File: config.mk
export PLATFORM = sky130hd
export DESIGN_NAME = clock_switch_sequencer
export DESIGN_NICKNAME = d
export VERILOG_FILES = /design/src/rtl/clock_switch_sequencer.sv
export SDC_FILE = /design/constraint.sdc
export NUM_CORES = 1
export LEC_CHECK = 0
export CAP_MARGIN = 40
export CELL_PAD_IN_SITES_DETAIL_PLACEMENT = 0
export CELL_PAD_IN_SITES_GLOBAL_PLACEMENT = 1
export CORE_ASPECT_RATIO = 2
export CORE_MARGIN = 2
export CORE_UTILIZATION = 39
export CTS_CLUSTER_SIZE = 24
export DETAILED_ROUTE_END_ITERATION = 8
export PLACE_DENSITY_LB_ADDON = 0.25
export SETUP_SLACK_MARGIN = 0.3
export SLEW_MARGIN = 30
export SYNTH_ARGS = -nofsm -noshare
export SYNTH_HDL_FRONTEND = slang
export SYNTH_SLANG_ARGS = --single-unit
File: constraint.sdc
create_clock -name ext_clk -period 2.35 [get_ports ext_clk]
set_clock_uncertainty 0.1 [all_clocks]
set_input_delay 0.235 -clock ext_clk [delete_from_list [all_inputs] [get_ports ext_clk]]
set_output_delay 0.235 -clock ext_clk [all_outputs]
set_load 0.01 [all_outputs]
File: src/rtl/clock_switch_sequencer.sv
// Clock-source switch sequencer for the core clocking block.
// Falls back to ext_clk, applies new divider selects, optionally waits for
// PLL lock and settles before handing the core over to the PLL, then issues
// a core reset request.
// Build option: define CLKSEQ_RESET_PULSE_EN to drive ext_reset high for
// RESET_CYCLES cycles in RESETP; left undefined, ext_reset stays 0.
module clock_switch_sequencer #(
  parameter int unsigned SETTLE_CYCLES = 16,
  parameter int unsigned LOCK_TIMEOUT  = 1024,
  parameter int unsigned RESET_CYCLES  = 4
) (
  input  logic       ext_clk,
  input  logic       resetb,
  input  logic       req_valid,
  output logic       req_ready,
  input  logic       req_pll_en,
  input  logic [2:0] req_sel,
  input  logic [2:0] req_sel2,
  input  logic       pll_lock,
  input  logic       err_clr,
  output logic       ext_clk_sel,
  output logic [2:0] sel,
  output logic [2:0] sel2,
  output logic       ext_reset,
  output logic       busy,
  output logic       error
);

`ifdef CLKSEQ_RESET_PULSE_EN
  localparam bit PULSE_EN = 1'b1;
`else
  localparam bit PULSE_EN = 1'b0;
`endif

  localparam logic [15:0] SETTLE_LD = 16'(SETTLE_CYCLES);
  localparam logic [15:0] LOCK_LD   = 16'(LOCK_TIMEOUT);
  localparam logic [15:0] RESET_LD  = 16'(RESET_CYCLES);

  typedef enum logic [2:0] {
    IDLE,
    FALLBACK,
    APPLY,
    WAIT_LOCK,
    SETTLE,
    RESETP
  } state_t;

  state_t      state;
  logic [15:0] cnt;
  logic        cap_pll_en;
  logic [2:0]  cap_sel;
  logic [2:0]  cap_sel2;
  logic        lock_m;
  logic        lock_s;
  logic        cnt_last;
  logic [15:0] cnt_dec;

  // Down-counter helpers; the decrement saturates at zero.
  assign cnt_last = (cnt <= 16'd1);
  assign cnt_dec  = (cnt == '0) ? '0 : cnt - 16'd1;

  // Two-flop synchronizer for the asynchronous PLL lock indicator.
  always_ff @(posedge ext_clk or negedge resetb) begin
    if (!resetb) begin
      lock_m <= 1'b0;
      lock_s <= 1'b0;
    end else begin
      lock_m <= pll_lock;
      lock_s <= lock_m;
    end
  end

  // Sequencer FSM with all outputs registered; ext_reset is only ever
  // written with PULSE_EN, so it stays 0 when the pulse option is off and
  // RESETP then collapses to a single cycle.
  always_ff @(posedge ext_clk or negedge resetb) begin
    if (!resetb) begin
      state       <= IDLE;
      cnt         <= '0;
      cap_pll_en  <= 1'b0;
      cap_sel     <= '0;
      cap_sel2    <= '0;
      ext_clk_sel <= 1'b1;
      sel         <= '0;
      sel2        <= '0;
      ext_reset   <= 1'b0;
      busy        <= 1'b0;
      req_ready   <= 1'b1;
      error       <= 1'b0;
    end else begin
      // Clear first so any error set below in the same cycle wins.
      if (err_clr) error <= 1'b0;
      case (state)
        IDLE: begin
          if (!ext_clk_sel && !lock_s) begin
            ext_clk_sel <= 1'b1;
            error       <= 1'b1;
          end
          if (req_valid) begin
            cap_pll_en  <= req_pll_en;
            cap_sel     <= req_sel;
            cap_sel2    <= req_sel2;
            ext_clk_sel <= 1'b1;
            cnt         <= SETTLE_LD;
            state       <= FALLBACK;
            busy        <= 1'b1;
            req_ready   <= 1'b0;
          end
        end
        FALLBACK: begin
          if (cnt_last) state <= APPLY;
          else          cnt   <= cnt_dec;
        end
        APPLY: begin
          sel  <= cap_sel;
          sel2 <= cap_sel2;
          if (cap_pll_en) begin
            state <= WAIT_LOCK;
            cnt   <= LOCK_LD;
          end else begin
            state     <= RESETP;
            cnt       <= RESET_LD;
            ext_reset <= PULSE_EN;
          end
        end
        WAIT_LOCK: begin
          if (lock_s) begin
            state <= SETTLE;
            cnt   <= SETTLE_LD;
          end else if (cnt_last) begin
            error     <= 1'b1;
            state     <= RESETP;
            cnt       <= RESET_LD;
            ext_reset <= PULSE_EN;
          end else begin
            cnt <= cnt_dec;
          end
        end
        SETTLE: begin
          if (cnt_last) begin
            if (lock_s) ext_clk_sel <= 1'b0;
            else        error       <= 1'b1;
            state     <= RESETP;
            cnt       <= RESET_LD;
            ext_reset <= PULSE_EN;
          end else begin
            cnt <= cnt_dec;
          end
        end
        RESETP: begin
          if (!PULSE_EN || cnt_last) begin
            ext_reset <= 1'b0;
            state     <= IDLE;
            busy      <= 1'b0;
            req_ready <= 1'b1;
          end else begin
            cnt <= cnt_dec;
          end
        end
        default: begin
          state     <= IDLE;
          busy      <= 1'b0;
          req_ready <= 1'b1;
        end
      endcase
    end
  end

endmodule
; ---- Word-level counts from Yosys, hierarchy flattened
; Index checks and enable logic that the tools add are counted.
[totals]
ff_bits = 39
latchBits = 0
ram_bits = 0
rom_bits = 0
inputBits = 12
out_inout_bits = 11
wordCells = 78
memories = 0
[classes]
n_addsub = 1
mul = 0
n_div = 0
magnitude_cmp = 1
eq_ne = 13
n_shift = 0
mux = 33
bitwise = 1
reduce_logical = 15
[op_table]
columns = cell, count
row1 = $mux 16, 5
row2 = $pmux 16 s5, 1
row3 = $le 16x1->1 const B, 1
row4 = $logic_not 16->1, 1
row5 = $sub 16x1->16 const B, 1
row6 = $mux 1, 15
row7 = $mux 3, 5
row8 = $pmux 3 s5, 1
row9 = $ne 2x2->1 const B, 7
row10 = $mux 11, 1
row11 = $eq 3x2->1 const B, 2
row12 = $eq 3x3->1 const B, 2
row13 = $pmux 1 s2, 3
row14 = $reduce_and 2->1, 3
row15 = $reduce_and 3->1, 2
row16 = $reduce_bool 5->1, 1
row17 = $pmux 1 s4, 1
row18 = $reduce_and 4->1, 1
row19 = $reduce_bool 4->1, 1
row20 = $reduce_or 4->1, 1
row21 = $eq 3x1->1 const B, 1
row22 = $logic_not 3->1, 1
row23 = $ne 3x3->1 const B, 1
row24 = $pmux 1 s3, 1
row25 = other kinds (4), 5

; ---- Longest topological paths before layout
[depth]
ltp_word = 5
ltp_mapped = 9
ltp_nobuf = 7

; ---- Worst setup path before layout
; OpenSTA, ideal clock, no wires.
[synth_timing]
path_type = flip-flop to flip-flop
from = register cnt[2]
to = register cnt[14]
setup_ns = 0.087
arrival_ns = 2.041
t_required_ns = 2.163
slack_ns = 0.122
stages_incl_launch_ff = 6
path_buffers = 0
synth_period_minus_slack_ns = 2.228
path_cell_list = dfrtp_1 or3_4 or2_4 or4_1 or3_1 a211oi_2
[synth_via]
elab_chain_cells = 5
word_cells_on_any_way = 10
cone_classes = 1 x add/sub / 1 x order compare / 1 x eq/ne / 5 x mux / 2 x reduce/logical
[synth_lines]
columns = element, line
row1 = from (decl), 49  ; logic [15:0] cnt;
row2 = from (signal assigned), 112  ; else cnt <= cnt_dec;
row3 = from (signal assigned), 136  ; cnt <= cnt_dec;
row4 = from (signal assigned), 147  ; cnt <= cnt_dec;
row5 = $sub 16x1->16 / $logic_not 16->1 (equally long branches), 60  ; assign cnt_dec = (cnt == '0) ? '0 : cnt - 16'd1;
row6 = $mux 16, 60
row7 = $mux 16, "130, 140"
row8 = $mux 16, 127  ; if (lock_s) begin
row9 = $pmux 16 s5, 93  ; case (state)
; Several ways; a longest one is shown, not always the timed one. The select of a mux whose other input is x is not followed.
; A chain may end at the register's enable or synchronous reset.

; ---- Worst setup path in the final report
[layout_timing]
from = register cnt[3]
to = register cnt[14]
; The elaborated chain is that of the path after synthesis.

==> out/qor.json <==
{
  "timing.setup.tns": {"value": 0, "unit": "ps"},
  "startpoint_kind_of_the_worst_setup_timing_path": {"value": "register"},
  "worst_margin_slew": {"value": 663, "unit": "ps"},
  "die_area": {"value": 0.00575, "unit": "mm^2"},
  "grt_pass1_wl": {"value": 9200, "unit": "um"},
  "maxCapViolations": {"value": 0},
  "initial_util": {"value": 0.407},
  "min_period_over_period": {"value": 0.949},
  "synth.top_cells.by_area": {"value": "dfrtp_1, mux2_2, a211oi_1"},
  "tritoncts_buffers": {"value": 5},
  "die_height": {"value": 105, "unit": "um"},
  "clkSinkCount": {"value": 38},
  "dpl-instance-area": {"value": 0.00242, "unit": "mm^2"},
  "drt-initial-drc-count": {"value": 43},
  "data_arrival_time_of_the_worst_path": {"value": 2340, "unit": "ps"},
  "cts.clk_slew.worst_paths": {"value": 80, "unit": "ps"},
  "layout_setup_ws": {"value": 121, "unit": "ps"},
  "clk-insertion-delay-late": {"value": 290, "unit": "ps"},
  "synth_enable_flop_cells": {"value": 0},
  "synthCells": {"value": 205},
  "drive_gt1_frac": {"value": 0.319},
  "route.vias.total": {"value": 1879},
  "core_area": {"value": 0.00491, "unit": "mm^2"},
  "totalWireLength": {"value": 5570, "unit": "um"},
  "worstPathCellList": {"value": "or3_4 -> or2_4 -> or4_4 -> or3_1 -> a211oi_2"},
  "post-route-cell-area": {"value": 0.00276, "unit": "mm^2"},
  "synth_async_sr_flop_share": {"value": 1.00},
  "design.final.nets": {"value": 273},
  "pwrdens": {"value": 1390, "unit": "mW/mm^2"},
  "root_buffer": {"value": "clkbuf_8"},
  "clock_tree.htree_level_count": {"value": 2},
  "synth_top_area_cell": {"value": "dfrtp_1"},
  "cp_slowest_cell": {"value": "or4_4"},
  "worst_hold_slack": {"value": 261, "unit": "ps"},
  "overflow": {"value": 0},
  "timing_worst_setup_path_type": {"value": "register to register"},
  "synthesis_stage_register_bit_count": {"value": 38},
  "setup.worst_path.end_class": {"value": "register"},
  "drc": {"value": 0},
  "unrepaired_setup_endpoints_after_global_routing": {"value": "yes"},
  "detail_route.vias_per_cell": {"value": 5.93},
  "die-width": {"value": 54.6, "unit": "um"},
  "cellLeakagePower": {"value": 1.16, "unit": "nW"},
  "ys_seq_area_frac": {"value": 0.477},
  "detailedPlace.worstSlack": {"value": 1.49, "unit": "ps"},
  "ys_dominant_reg_cell": {"value": "dfrtp_1"},
  "synth_area_per_cell": {"value": 9.75, "unit": "um^2"},
  "cts_tree": {"value": "built"},
  "antenna_found_initial": {"value": 0},
  "num_rows": {"value": 36},
  "hp-class": {"value": "register to register"},
  "worstPathRequired": {"value": 2460, "unit": "ps"},
  "route.detailed.wl_per_inst": {"value": 17.6, "unit": "um"},
  "timing.fmax": {"value": 449, "unit": "MHz"},
  "hpwl_after_detailed_placement": {"value": 4010, "unit": "um"},
  "gr-usage-all-layers": {"value": 0.216},
  "ios": {"value": 23},
  "layout_common_cells": {"value": "dfrtp_1, buf_4, clkdlybuf4s50_1"},
  "drtAntennaViolNets": {"value": 0},
  "finalHoldViolations": {"value": 0},
  "firstDrtPassIters": {"value": 4},
  "period_minus_slack": {"value": 2230, "unit": "ps"},
  "run_status": {"value": "complete, no violations"},
  "grt_max_degree": {"value": 39},
  "areaGrowthSynthToFinish": {"value": 37.9, "unit": "%"},
  "ys_warn_count": {"value": 0},
  "synth.cell_area": {"value": 0.00200, "unit": "mm^2"},
  "timing.max_slew.rel_slack": {"value": 0.556},
  "setup_viol": {"value": 0},
  "post_layout_util": {"value": 0.561},
  "cts_buffer_depth": {"value": 2},
  "vdd_drop_max": {"value": 781, "unit": "uV"},
  "final-max-slew-violation-count": {"value": 0},
  "critical_path_peak_fanout": {"value": 2},
  "buffer_ports.inserted": {"value": 21},
  "yosysTopAreaCellShare": {"value": 0.451},
  "synth.lib_cells_used.distinct": {"value": 45},
  "num_antenna_cells": {"value": 0},
  "cpPeakStageDelay": {"value": 480, "unit": "ps"},
  "via_count_of_the_first_global_routing_pass": {"value": 2013},
  "gp_congestion": {"value": 0.889},
  "synthesized_nets": {"value": 219}
}
area by class of cell:
class	instances	area (um^2)
clock buffer	5	68.8
clock inverter	3	68.8
fill	445	2150
inverter	5	18.8
multi-input combinational	151	1080
sequential	38	953
tap	57	71.3
timing repair buffer	58	492
worst paths after layout:
path | depth (start not counted) | end | slack (ps) | startpoint
worst min register to register | 0 | lock_s | 260 | lock_m
worst max-delay path | 5 | cnt[14] | 120 | cnt[3]
max in group asynchronous | 2 | ext_clk_sel | 1450 | resetb
worst min-delay path | 0 | lock_s | 260 | lock_m
min in group asynchronous | 2 | cnt[13] | 340 | resetb
worst max register to register | 5 | cnt[14] | 120 | cnt[3]
power breakdown:
| part | total [mW] | leakage (nW) | switching, mW | internal, mW |
|---|---|---|---|---|
| sequential | 1.12 | 0.475 | 0.204 | 0.915 |
| clock | 0.671 | 0.0683 | 0.246 | 0.425 |
| combinational | 2.03 | 0.612 | 1.02 | 1.00 |
routing by layer:
metal  track usage  vias up  share of wire
li1              -      875              -
met1         0.218      925           0.35
met2         0.384       55           0.56
met3        0.0269       24          0.027
met4         0.132        0          0.060
met5             0        -              0
stage by stage:
stage | power [mW] | std cells
6_report | 3.82 | 317
3_3_place_gp | 2.74 | 298
5_1_grt | 4.06 | 317
4_1_cts | 3.73 | 316
2_1_floorplan | 2.09 | 205
3_5_place_dp | 2.80 | 298
flip-flops by register name, indices dropped and copies added, names as in the netlist, 3 cells and up:
name,cells
cnt,16
sel2,3
cap_sel,3
sel,3
state,3
cap_sel2,3
worst max-delay path, delay by kind of cell (launching register included):
kind | cells | cell delay, ps
compound gates | 1 | 170
flops | 1 | 380
simple gates | 4 | 1500
what timing repair did:
action | CTS | global route
resized for setup | 14 | 9
endpoints found under the setup margin | 17 | 20
endpoints found under the hold margin | 36 | 0
hold buffers | 1 | 0
pin swaps | 5 | 3
setup buffers | 9 | 1
logic make-up (layout without fill, tap and decap cells):
| family | Yosys count | count (layout) | share of synthesized area |
|---|---|---|---|
| fa+ha+maj | 2 | 2 | 0.0125 |
| compound gates | 54 | 54 | 0.183 |
| simple gates | 79 | 79 | 0.207 |
| xor+xnor | 2 | 2 | 0.00877 |
| mux | 13 | 13 | 0.0733 |
| other cells | 1 | 1 | 0.00188 |
| buf+inv | 16 | 71 | 0.0363 |
| flops | 38 | 38 | 0.477 |
cells in the mapped netlist, drive strengths merged, types with 3 or more instances:
master and count:
or3 12, nor4 4, nor3 11, nand2b 3, or2 4, a211oi 11
mux2 13, o31ai 7, dfrtp 36, or4 4, buf 3, inv 5
nand3 4, clkbuf 8, nor2 15, a21oi 11, o21ai 11, nand2 16
No activity file was read; power rests on OpenSTA's default activity.
